File: config.mk
export PLATFORM = sky130hd
export DESIGN_NAME = modn_updown_counter
export DESIGN_NICKNAME = d
export VERILOG_FILES = /design/src/rtl/modn_updown_counter.sv
export SDC_FILE = /design/constraint.sdc
export NUM_CORES = 1
export LEC_CHECK = 0
export CORE_MARGIN = 2
export CORE_UTILIZATION = 47
export DETAILED_ROUTE_END_ITERATION = 16
export PLACE_DENSITY = 0.81
export REMOVE_ABC_BUFFERS = 1
export SYNTH_ARGS = -nofsm -noshare
export SYNTH_HDL_FRONTEND = slang
export SYNTH_SLANG_ARGS = --single-unit
File: constraint.sdc
create_clock -name clock -period 4.47 [get_ports clock]
set_input_delay 0.447 -clock clock [delete_from_list [all_inputs] [get_ports clock]]
set_output_delay 0.447 -clock clock [all_outputs]
set_load 0.005 [all_outputs]
File: src/rtl/modn_updown_counter.sv
// -----------------------------------------------------------------------------
// modn_updown_counter
//
// Parametrised modulo-N up/down counter used as a timebase / sequencer element.
// Counts over 0..MODULUS-1 in either direction, supports a range-checked
// synchronous load, registered one-cycle carry/borrow/load-error pulses, a
// combinational terminal-count flag and a one-shot mode that parks the counter
// in a HALT state at terminal count until the next valid load (or reset).
//
// Parameters
//   MODULUS  count range 0..MODULUS-1, legal 2..2**WIDTH
//   WIDTH    width of data_in / data_out
//
// Ports
//   clock     in   1      rising-edge clock
//   reset     in   1      asynchronous, active-high reset
//   enable    in   1      count enable
//   load      in   1      synchronous load request, wins over enable
//   mode      in   1      1 = count up, 0 = count down
//   one_shot  in   1      1 = halt at terminal count, 0 = wrap
//   data_in   in   WIDTH  load value
//   data_out  out  WIDTH  current count (registered)
//   tc        out  1      terminal count for the current direction
//   carry     out  1      one-cycle pulse after an up-wrap MODULUS-1 -> 0
//   borrow    out  1      one-cycle pulse after a down-wrap 0 -> MODULUS-1
//   load_err  out  1      one-cycle pulse after a rejected (out-of-range) load
//   done      out  1      high while halted in one-shot mode
// -----------------------------------------------------------------------------
module modn_updown_counter #(
    parameter int unsigned MODULUS = 12,
    parameter int unsigned WIDTH   = 4
) (
    input  logic             clock,
    input  logic             reset,
    input  logic             enable,
    input  logic             load,
    input  logic             mode,
    input  logic             one_shot,
    input  logic [WIDTH-1:0] data_in,
    output logic [WIDTH-1:0] data_out,
    output logic             tc,
    output logic             carry,
    output logic             borrow,
    output logic             load_err,
    output logic             done
);

    // Reject illegal parameter combinations at elaboration time.
    if (WIDTH < 1 || WIDTH > 31 || MODULUS < 2 ||
        64'(MODULUS) > (64'(1) << WIDTH)) begin : g_param_check
        $error("modn_updown_counter: need 2 <= MODULUS <= 2**WIDTH");
    end

    localparam logic [WIDTH-1:0] MaxCount = WIDTH'(MODULUS - 1);

    typedef enum logic [0:0] {
        StCount,
        StHalt
    } state_e;

    state_e           state_q;
    logic [WIDTH-1:0] count_q;
    logic             carry_q;
    logic             borrow_q;
    logic             load_err_q;
    logic             done_q;

    logic at_max;
    logic at_zero;
    logic load_ok;

    always_comb begin
        at_max  = (count_q == MaxCount);
        at_zero = (count_q == '0);
        // When MODULUS == 2**WIDTH every data_in value is in range.
        load_ok = (data_in <= MaxCount);
    end

    // Single-process FSM: state, count and all flags are registered together so
    // the pulses line up with the data_out value that caused them.
    always_ff @(posedge clock or posedge reset) begin
        if (reset) begin
            state_q    <= StCount;
            count_q    <= '0;
            carry_q    <= 1'b0;
            borrow_q   <= 1'b0;
            load_err_q <= 1'b0;
            done_q     <= 1'b0;
        end else begin
            // Pulses default low; re-asserted below only when re-caused.
            carry_q    <= 1'b0;
            borrow_q   <= 1'b0;
            load_err_q <= 1'b0;

            if (load) begin
                if (load_ok) begin
                    count_q <= data_in;
                    state_q <= StCount;
                    done_q  <= 1'b0;
                end else begin
                    load_err_q <= 1'b1;
                end
            end else if (enable && (state_q == StCount)) begin
                if (mode) begin
                    if (!at_max) begin
                        count_q <= count_q + WIDTH'(1);
                    end else if (!one_shot) begin
                        count_q <= '0;
                        carry_q <= 1'b1;
                    end else begin
                        state_q <= StHalt;
                        done_q  <= 1'b1;
                    end
                end else begin
                    if (!at_zero) begin
                        count_q <= count_q - WIDTH'(1);
                    end else if (!one_shot) begin
                        count_q  <= MaxCount;
                        borrow_q <= 1'b1;
                    end else begin
                        state_q <= StHalt;
                        done_q  <= 1'b1;
                    end
                end
            end
        end
    end

    assign data_out = count_q;
    assign carry    = carry_q;
    assign borrow   = borrow_q;
    assign load_err = load_err_q;
    assign done     = done_q;

    // Terminal count tracks mode combinationally so a direction change is seen
    // immediately, not one edge later.
    assign tc = mode ? at_max : at_zero;

endmodule

=== Word level (Yosys, flattened, before mapping) ===
Cells that the tools add are included.

* Register bits: 9
* Output and inout bits: 9
* Logic and storage cells: 54

* Add/subtract/negate cells: 2
* $lt $le $gt $ge: 1
* Equal/unequal tests: 5
* Multiplexer cells: 33
* Bitwise logic cells: 1
* Reductions and logical operators: 6

{| class="wikitable"
|+ Operators by type and width
! operator !! number
|-
| 2-to-1 mux 4 bit || 8
|-
| 2-to-1 mux 1 bit || 25
|-
| inequality test 4 bit, second input constant || 2
|-
| AND reduction 4 bit || 2
|-
| adder 4 x 1 -> 4 bit, second input constant || 1
|-
| == test 4 bit, second input constant || 1
|-
| less-or-equal comparator 4 bit, second input constant || 1
|-
| zero test 4 bit || 1
|-
| subtractor 4 x 1 -> 4 bit, second input constant || 1
|-
| inequality test 3 x 2 -> 1 bit, second input constant || 1
|-
| nonzero test 3 bit || 1
|-
| inequality test 2 x 1 -> 1 bit, second input constant || 1
|-
| nonzero test 2 bit || 1
|-
| logical AND 1 bit || 1
|-
| NOT 1 bit || 1
|}

=== Longest topological paths before layout ===
* Depth in word-level cells: 5
* Depth in mapped cells: 7
* Gate-level depth less buffers: 7

=== Worst setup path after synthesis ===
OpenSTA, ideal clock, no wires.

* Path type: reg2reg
* From: register count_q[0] (netlist: data_out[0])
* To: register count_q[2] (netlist: data_out[2])
* Library setup time: 0.125 ns
* Data arrival time: 1.864 ns
* Required time: 4.345 ns
* Slack: 2.481 ns
* Cell stages (with the launch flop): 8
* Cell sequence: dfrtp_1 inv_1 ha_1 or3b_4 a21oi_4 nand2_2 a21oi_4 mux2_4

* Word-level cells in the longest chain between the ends: 5
* Elaborated cells on any way between the ends: 12
* Classes of those cells: add/sub: 2; eq/ne: 3; mux: 5; reduce/logical: 2

{| class="wikitable"
|+ Ends and longest elaborated chain
! what !! RTL line !! text
|-
| start, declared || 62 || <nowiki>logic [WIDTH-1:0] count_q;</nowiki>
|-
| start signal, assigned || 97 || <nowiki>count_q <= data_in;</nowiki>
|-
| start signal, assigned || 106 || <nowiki>count_q <= count_q + WIDTH'(1);</nowiki>
|-
| start signal, assigned || 116 || <nowiki>count_q <= count_q - WIDTH'(1);</nowiki>
|-
| subtractor 4 x 1 -> 4 bit, or another cell as far along || 116 ||
|-
| 2-to-1 mux 4 bit (on tied branches) || 115, 105 ||
|-
| 2-to-1 mux 4 bit || 104 || <nowiki>if (mode) begin</nowiki>
|-
| 2-to-1 mux 4 bit || 103 || <nowiki>end else if (enable && (state_q == StCount)) begin</nowiki>
|-
| 2-to-1 mux 4 bit || 95 || <nowiki>if (load) begin</nowiki>
|}

Parallel ways exist; a longest one is shown, timed or not. The select of a mux whose other input is x is not followed.
A chain may end at the register's enable or synchronous reset.

=== Worst setup path after layout ===
* From: input port mode
* To: output port tc

* Word-level cells in the longest chain between the ends: 1

{| class="wikitable"
|+ Ends and longest elaborated chain
! what !! RTL line !! text
|-
| start, declared || 37 || <nowiki>input logic mode,</nowiki>
|-
| 2-to-1 mux 1 bit || 137 || <nowiki>assign tc = mode ? at_max : at_zero;</nowiki>
|-
| end, declared || 41 || <nowiki>output logic tc,</nowiki>
|}

No other way between the ends.

==> metrics <==
CP max stage delay=between 500 and 600 ps; post_cts resized=0; CP startpoint kind=primary input; Peak supply drop=between 0.0002 and 0.0003 V; iteration-0 DRC count of the detailed router=13; cell area after synthesis=~600 um2; Worst-Margin Slew=416.7 ps; Clock Latency Late Sink=~260 ps; worst hold slack=between 400 and 500 ps; Yosys reg bits=9; commonest cells after routing, fill and taps aside=clkdlybuf4s50_1, dfrtp_1, nor2_1, inv_1, mux2i_1; first-pass GRT wire length=between 2000 and 2500 um; PD cells=between 400 and 500 nW/um2; die area=between 1500 and 2000 um2; global placer's final weighted congestion=approximately 0.82; fmax=roughly 380 MHz; antenna diode count=0; IO buf count=18; fin crit period=2648 ps; CP cell instances=clkdlybuf4s50_1, or3b_4, a21oi_4, clkdlybuf4s50_1; Pleak=0.3503 nW; Max Slew Vio Count=0; crit path max fanout=9; CORE AREA=approximately 1200 um2; Synth area leaders=dfrtp_1, mux2i_1, a21oi_4, mux2_4, nor2_1; most common cell after layout, fill and taps aside=clkdlybuf4s50_1; Total Wirelength=~1200 um; RSZ-0062 raised after global routing=false; run status=completed; vias=524; Ys Warns=0; Core Util, Final=69.81%; Power Total=approximately 0.39 mW; cell mode on critical path=clkdlybuf4s50_1; Routed wire per std cell=between 10 and 15 um; initial core utilization=a little over half; Slew headroom=72.22%; DPL Wire Length=between 900 and 1000 um; Fin. Hold Viols=0; Yosys top cell area share=a little under two fifths; CTS tree=done; aggregate global routing overflow=0; share of layout cells above drive strength 1=15.00%; Slowest cell on crit path=clkdlybuf4s50_1; Layout area overhead=32.17%; critical path buffer and inverter count=2; largest net degree at the start of global routing=12; antenna-violating nets left=0; crit end category=output port; CTS Buf Count=3; Crit path max-delay family=buffers and inverters; final net count=93; CP required=4020 ps; IO Pins=19; Post-CTS Setup Bufs=0; clock sink count=9; # DRC=0; post-route clock skew=0.3094 ps; worst setup path class=in2out; crit path DAT=2200 ps; Clk Tree Root Cell=clkbuf_4; via/cell ratio=about 5.6; fin area=between 800 and 900 um2; placed cell area=780.7 um2; HP Class=in2async; hold_buf cts=0; clk slew on worst S/H paths=approximately 60 ps; CTS Buffer Depth=2; floorplan die height=between 40 and 50 um; Max Cap Viol=0; Post-Syn Area per Cell=slightly below 10 um2; initial antenna violation count=0; # rows=12; Yosys cell types=31; die width=between 40 and 50 um; fin crit share=slightly below 60%; Post-Syn Instances=62; number of global-route vias before repair=approximately 470; TNS Setup=0 ps; Setup Viol. Count Final=0; 1st-pass router iterations=4; H-tree levels=1; dominant cell type by area after synthesis=dfrtp_1; Total GRT Usage=between 20% and 30%; Seq/Total Area, Yosys=about 37%
[flip-flops by register name (all words and copies together) (netlist names)]
name,count
state_q,1
load_err,1
carry,1
data_out,4
borrow,1
done,1
[cell type report]
class,instances,area [um2]
Sequential cell,9,225.2
Inverter,4,15.01
Multi-Input combinational cell,45,342.8
Clock buffer,4,26.28
Fill cell,100,349.1
Timing Repair Buffer,18,180.2
Tap cell,14,17.52
[worst reg2reg max path, stage by stage (launching register included)]
cell and delay (ps):
dfrtp_1 450, inv_1 140, ha_1 190, or3b_4 410
a21oi_4 200, nand2_2 90, a21oi_4 230, mux2_4 320
[report_power, final]
group | internal [mW] | total, mW | switching, mW
Combinational | 0.111 | 0.184 | 0.0733
Clock | 0.0343 | 0.0608 | 0.0265
Sequential | 0.100 | 0.144 | 0.0435
Total | 0.245 | 0.389 | 0.143
[kinds of logic after synthesis]
| logic type | share of synthesized area (%) |
|---|---|
| flops | 36.89 |
| mux | 15.16 |
| fa+ha+maj | 4.098 |
| buf+inv | 6.965 |
| simple gates | 16.81 |
| xor+xnor | 1.435 |
| compound gates | 18.65 |
[path summary, 6_finish.rpt]
check                            startpoint           to  slack (ps)  cells past startpoint
worst max-delay path                   mode           tc        1820                      4
worst min-delay path                  reset     load_err         440                      2
worst max register to register  data_out[0]  data_out[2]        2340                      7
worst min register to register         done         done         520                      2
max in group asynchronous             reset      state_q        3790                      2
min in group clock                     done         done         520                      2
[routing by layer]
metal  up-vias  GRT usage (%)  share of wire, %
li1        258              -                 -
met4         0          7.759               1.9
met3         6          10.00               8.3
met2        25          31.05                49
met5         -              0                 0
met1       235          25.93                41
[cells in the mapped netlist]
master	number
buf_2	1
mux2i_1	4
nand2_1	3
and3_1	1
a21oi_4	2
nand3_1	3
a31oi_1	2
a21oi_1	2
nor2b_2	1
o221ai_1	1
ha_1	2
a32oi_1	1
dfrtp_1	9
xor2_1	1
o21a_1	2
clkbuf_1	1
o21bai_1	1
inv_1	4
buf_4	1
nand2b_1	1
nor2_1	7
buf_6	1
mux2_2	2
nor3_1	1
nor2b_1	1
o21ai_1	1
mux2_4	2
or3b_4	1
o22ai_1	1
nand2_2	1
a21boi_1	1
[through the flow]
step / cells / setup WS (ps)
4_1_cts: 94 / 1843
3_3_place_gp: 90 / 1855
5_1_grt: 94 / 1731
2_1_floorplan: 58 / 2480
3_5_place_dp: 90 / 1846
6_report: 94 / 1822
(Power assumes the default switching activity.)
